## src/rtl/fir_ctrl.sv

```systemverilog
// fir_ctrl: sequencer for the time-multiplexed FIR datapath.
// It accepts one sample per valid/ready handshake, pulses the delay-line
// shift, clears the MAC, and steps tap_sel over every tap. It then holds
// out_valid until the consumer accepts the result.
// Optional feature macro: FIR_CTRL_SAMPLE_CNT_EN adds the 16-bit
// sample_count output, which counts completed results.
// All outputs are decodes of registered state or registers themselves,
// so no input reaches an output combinationally.
module fir_ctrl #(
  parameter int NUM_TAPS = 8,
  parameter int TAP_W    = 3
) (
  input  logic             clock,
  input  logic             reset,
  input  logic             in_valid,
  output logic             in_ready,
  output logic             shift_en,
  output logic             mac_clr,
  output logic             mac_en,
  output logic [TAP_W-1:0] tap_sel,
  output logic             out_valid,
  input  logic             out_ready,
  output logic             busy
`ifdef FIR_CTRL_SAMPLE_CNT_EN
  ,
  output logic [15:0]      sample_count
`endif
);

  typedef enum logic [1:0] {
    IDLE  = 2'd0,
    SHIFT = 2'd1,
    MAC   = 2'd2,
    DONE  = 2'd3
  } state_t;

  localparam logic [TAP_W-1:0] LAST_TAP = TAP_W'(NUM_TAPS - 1);

  state_t           state_r;
  state_t           next_state_s;
  logic [TAP_W-1:0] tap_r;

  // State register; reset parks the sequencer in IDLE and abandons any partial result
  always_ff @(posedge clock or negedge reset) begin
    if (!reset) begin
      state_r <= IDLE;
    end else begin
      state_r <= next_state_s;
    end
  end

  // Next-state logic; handshake inputs are only looked at in the state that owns them
  always_comb begin
    next_state_s = state_r;
    case (state_r)
      IDLE: begin
        if (in_valid) begin
          next_state_s = SHIFT;
        end else begin
          next_state_s = IDLE;
        end
      end
      SHIFT: begin
        next_state_s = MAC;
      end
      MAC: begin
        if (tap_r == LAST_TAP) begin
          next_state_s = DONE;
        end else begin
          next_state_s = MAC;
        end
      end
      DONE: begin
        if (out_ready) begin
          next_state_s = IDLE;
        end else begin
          next_state_s = DONE;
        end
      end
      default: begin
        next_state_s = IDLE;
      end
    endcase
  end

  // Tap counter; counts only while in MAC and returns to 0 on the last tap
  always_ff @(posedge clock or negedge reset) begin
    if (!reset) begin
      tap_r <= '0;
    end else if ((state_r == MAC) && (tap_r != LAST_TAP)) begin
      tap_r <= tap_r + TAP_W'(1);
    end else begin
      tap_r <= '0;
    end
  end

  // Output decode of the registered state
  always_comb begin
    in_ready  = 1'b0;
    shift_en  = 1'b0;
    mac_clr   = 1'b0;
    mac_en    = 1'b0;
    out_valid = 1'b0;
    busy      = 1'b1;
    case (state_r)
      IDLE: begin
        in_ready = 1'b1;
        busy     = 1'b0;
      end
      SHIFT: begin
        shift_en = 1'b1;
        mac_clr  = 1'b1;
      end
      MAC: begin
        mac_en = 1'b1;
      end
      DONE: begin
        out_valid = 1'b1;
      end
      default: begin
        busy = 1'b0;
      end
    endcase
  end

  assign tap_sel = tap_r;

`ifdef FIR_CTRL_SAMPLE_CNT_EN
  logic [15:0] sample_count_r;

  // Completed-result counter; bumps on each accepted result and wraps naturally
  always_ff @(posedge clock or negedge reset) begin
    if (!reset) begin
      sample_count_r <= 16'h0000;
    end else if ((state_r == DONE) && out_ready) begin
      sample_count_r <= sample_count_r + 16'h0001;
    end else begin
      sample_count_r <= sample_count_r;
    end
  end

  assign sample_count = sample_count_r;
`endif

endmodule

```

## config.mk

```make
export PLATFORM = sky130hd
export DESIGN_NAME = fir_ctrl
export DESIGN_NICKNAME = d
export VERILOG_FILES = /design/src/rtl/fir_ctrl.sv
export SDC_FILE = /design/constraint.sdc
export NUM_CORES = 1
export LEC_CHECK = 0
export ABC_AREA = 1
export CAP_MARGIN = 25
export CORE_AREA = 8 8 45 47
export CTS_BUF_LIST = sky130_fd_sc_hd__clkbuf_4
export CTS_CLUSTER_DIAMETER = 120
export DETAILED_ROUTE_END_ITERATION = 10
export DIE_AREA = 0 0 53 55
export GPL_TIMING_DRIVEN = 0
export PLACE_DENSITY = 0.54
export SKIP_LAST_GASP = 1
export SYNTH_ARGS = -nofsm -noshare
export SYNTH_HDL_FRONTEND = slang
export SYNTH_SLANG_ARGS = --single-unit
```

## constraint.sdc

```tcl
create_clock -name clock -period 0.9 [get_ports clock]
set_input_delay 0.18 -clock clock [delete_from_list [all_inputs] [get_ports clock]]
set_output_delay 0.18 -clock clock [all_outputs]
set_load 0.02 [all_outputs]
```

# Word-level counts from Yosys, hierarchy flattened

Index checks and enable logic that the tools add are counted.

Reductions and logical operators: 2
Muxes and demuxes: 10
Equal/unequal tests: 5
Add/sub/neg operators: 1

Operators by type and width:

| operator            | count |
|---|---|
| $pmux 2 s4          | 1 |
| $mux 1              | 7 |
| $eq 2x2->1 const B  | 2 |
| $add 3x1->3 const B | 1 |
| $eq 3x3->1 const B  | 1 |
| $mux 3              | 1 |
| $ne 3x3->1 const B  | 1 |
| $eq 2x1->1 const B  | 1 |
| $logic_not 2->1     | 1 |
| $mux 2              | 1 |
| $logic_and 1x1->1   | 1 |

Output and inout bits: 9
Input port bits: 4
Flip-flop bits (word level): 5
Word-level logic and storage cells: 20

# Depth between registers and ports, before layout

Depth in word-level cells: 3
Depth in mapped cells: 5
Mapped depth without buffers: 5

# Worst setup path before layout

OpenSTA, ideal clock, no wires.

Kind: register -> output
Start: reg state_r[0]
End: out busy
Stages on the path, launching flop included: 3
Arrival time: 1.030 ns
Buffers on the path: 0
Data required time: 0.720 ns
Path slack: -0.310 ns
Path through: dfrtp_1 > nor2_1 > inv_1

Cells in the longest elaborated chain, start to end: 2

Ends and longest elaborated chain:

| item                   | RTL line | source |
|---|---|---|
| start, declared        | 39       | `state_t state_r;` |
| start signal, assigned | 48       | `state_r <= next_state_s;` |
| $logic_not 2->1        | 105      | `case (state_r)` |
| $mux 1                 | 105      |  |
| end, declared          | 23       | `output logic busy` |

Every way passes these cells.

# Final worst setup path

Start: reg state_r[0]
End: out mac_en

Cells in the longest elaborated chain, start to end: 2

Ends and longest elaborated chain:

| item          | RTL line | source |
|---|---|---|
| $eq 2x2->1    | 105      |  |
| $mux 1        | 105      |  |
| end, declared | 19       | `output logic mac_en,` |

Every way passes these cells.

==> results.toml <==
[outcome]
outcome = "complete, but fails checks"
violations = "setup timing"

[place]
dp_hpwl_um = 518
portBuffers = 12
dp_cells = 59
place.gp.congestion = 0.694

[worst_setup_path]
r2r_setup_slack_ns = -0.16
reg2reg_from = "state_r[0]$_DFF_PN0_"
rr_worst_depth = 5
r2r-end = "tap_sel[2]$_DFF_PN0_"
path_class = "reg2out"
path_max_fanout = 6
end_kind = "output port"
required_ns = 0.72
start_kind = "register"
worstPathArrival_ns = 1.06

[grt]
grt_pass1_wl_um = 1010
grt_overflow = 0
grt_pass1_vias = 248
grt_max_degree = 7
antenna_found_initial = 0
grt_usage_pct = 4.98

[clocking]
cts-htree-levels = 1
hold_buffers = 0
cts-buffers-inserted = 3
cts_buffer_depth = 2
clk_pin_slew_ns = 0.04
clock-sinks = 5
root_buffer = "clkbuf_4"
cts_tree = "done"
insertion_delay_ns = 0.24

[drt]
ant_nets = 0
wire_per_inst_um = 9.99
drt-total-wl_um = 689
vias_per_cell = 4.12
drt_iter0_markers = 0
vias = 284
drc_errors = 0
drtPass1Iterations = 1

[die]
die_h_um = 55
die_area_um2 = 2920
core_region_area_um2 = 1380
num_rows = 14
ios = 13
die_w_um = 53
start_util_pct = 18.3

[finish]
seqCellArea_um2 = 130
instances_no_fill = 69
final_util_pct = 39.7
diodes = 0
nNetsFinal = 60
multi_input_comb_area_um2 = 150
fillers = 152
syn2layout_area_growth_pct = 117
layout-drive-gt1-share_pct = 71.7

[flow_run]
maxCapViolations = 0

[synth]
synth_area_um2 = 253
yosysSeqAreaShare_pct = 49.5
yosysWarnings = 0
ys_types = 10
ys_ff_latch = 5
synthesis.nets = 37
syn_inst = 31
avgSynthCellArea_um2 = 8.15

[pwr]
pwr_density_cell_nw_per_um2 = 3690
ir_drop_mv = 1.22
swShare_pct = 41.1
p_comb_share_pct = 61.7
p_leak_nw = 0.260
p_int_mw = 1.19
clock_power_share_pct = 13.9
power_frac_seq_pct = 24.3
power.switching_mw = 0.833

[timing]
min_period_ns = 1.24
drv_slew = 0
rsz0062_at_grt = "yes"
worst_pin_slew_ns = 0.232
hold_viol_final = 0
fin_crit_sh_pct = 138
setup_slack_ns = -0.342
whs_ns = 0.166
fmax_mhz = 805
clock-skew-final_ns = 0.00173
max_slew_margin_pct = 84.5
setup-violations-final = 13

[min_path]
worstHoldPathType = "in2async"
worst max-delay path, cell delays in order, from the launching register on:
cell and delay (ns):
dfrtp_2 0.45, buf_4 0.16, nor2_4 0.09, buf_6 0.12
state kept, by name, summed over array words and instances (netlist names):
| name | flops |
|---|---|
| tap_sel | 3 |
| state_r | 2 |
layer usage:
metal / GRT usage (%) / share of wire, %
met4: 6.47 / 2.2
met1: 5.50 / 42
met3: 2.14 / 14
met5: 0 / 0
met2: 6.25 / 42
logic make-up (layout without fill, tap and decap cells):
logic type                 count (synthesis)  in the layout  synth area share [%]
adders and majority gates                  2              2                  9.90
DFF                                        5              5                  49.5
buffers and inverters                      9             31                  14.9
and+or+nand+nor                           15             15                  25.7
through the flow:
stage / instance area, um2 / setup slack, ns / TNS (ns) / total power [mW]
final: 549 / -0.342 / -2.62 / 2.03
after global routing: 549 / -0.379 / -3.17 / 2.18
after CTS: 504 / -0.353 / -2.61 / 1.87
after detailed placement: 442 / -0.601 / -4.62 / 1.40
after global placement: 442 / -0.593 / -4.55 / 1.38
after floorplan: 302 / -0.133 / -0.713 / 0.997
worst max-delay path by stage:
stage / from / endpoint / slack (ns) / cells past startpoint
3_3_place_gp: state_r[0]$_DFF_PN0_ / shift_en / -0.59 / 4
2_1_floorplan: tap_sel[0]$_DFF_PN0_ / tap_sel[0]$_DFF_PN0_ / -0.13 / 5
5_1_grt: state_r[0]$_DFF_PN0_ / mac_en / -0.38 / 3
6_report: state_r[0]$_DFF_PN0_ / mac_en / -0.34 / 3
3_5_place_dp: state_r[0]$_DFF_PN0_ / shift_en / -0.60 / 4
4_1_cts: state_r[0]$_DFF_PN0_ / shift_en / -0.35 / 4
layout make-up:
type | instances | area share (%)
Timing Repair Buffer | 18 | 32.3
Multi-Input combinational cell | 17 | 27.3
Sequential cell | 5 | 23.7
Clock buffer | 4 | 5.47
Inverter | 8 | 5.47
Tap cell | 16 | 3.64
Buffer | 1 | 2.05
cells in the final DEF, fill, tap and decap left out, drive strengths merged:
cell,netlist,routed
buf,1,16
inv,8,8
nor2,8,8
dfrtp,5,5
clkbuf,0,4
nand2,4,4
nand3,3,3
clkdlybuf4s50,0,3
ha,2,2
synthesized netlist by cell type:
master   number  area (um2)
inv_1         7        26.3
nor2_1        7        26.3
dfrtp_1       5         125
nand2_1       3        11.3
nand3_1       3        15.0
ha_1          2        25.0
buf_4         1        7.51
inv_2         1        3.75
nand2_2       1        6.26
nor2_2        1        6.26
power groups by stage:
stage               clock, mW  combinational [mW]  sequential, mW
floorplan                   0               0.467           0.530
global placement            0               0.897           0.487
detailed placement          0               0.910           0.489
CTS                     0.299                1.07           0.503
global route            0.312                1.35           0.513
finish                  0.282                1.25           0.493
repair_timing:
action	4_1_cts	5_1_grt
endpoints found under the hold margin	0	0
resized for setup	56	7
buffers inserted	3	3
pin swaps	6	5
endpoints found under the setup margin	13	14
Power figures use the tool's default switching activity.
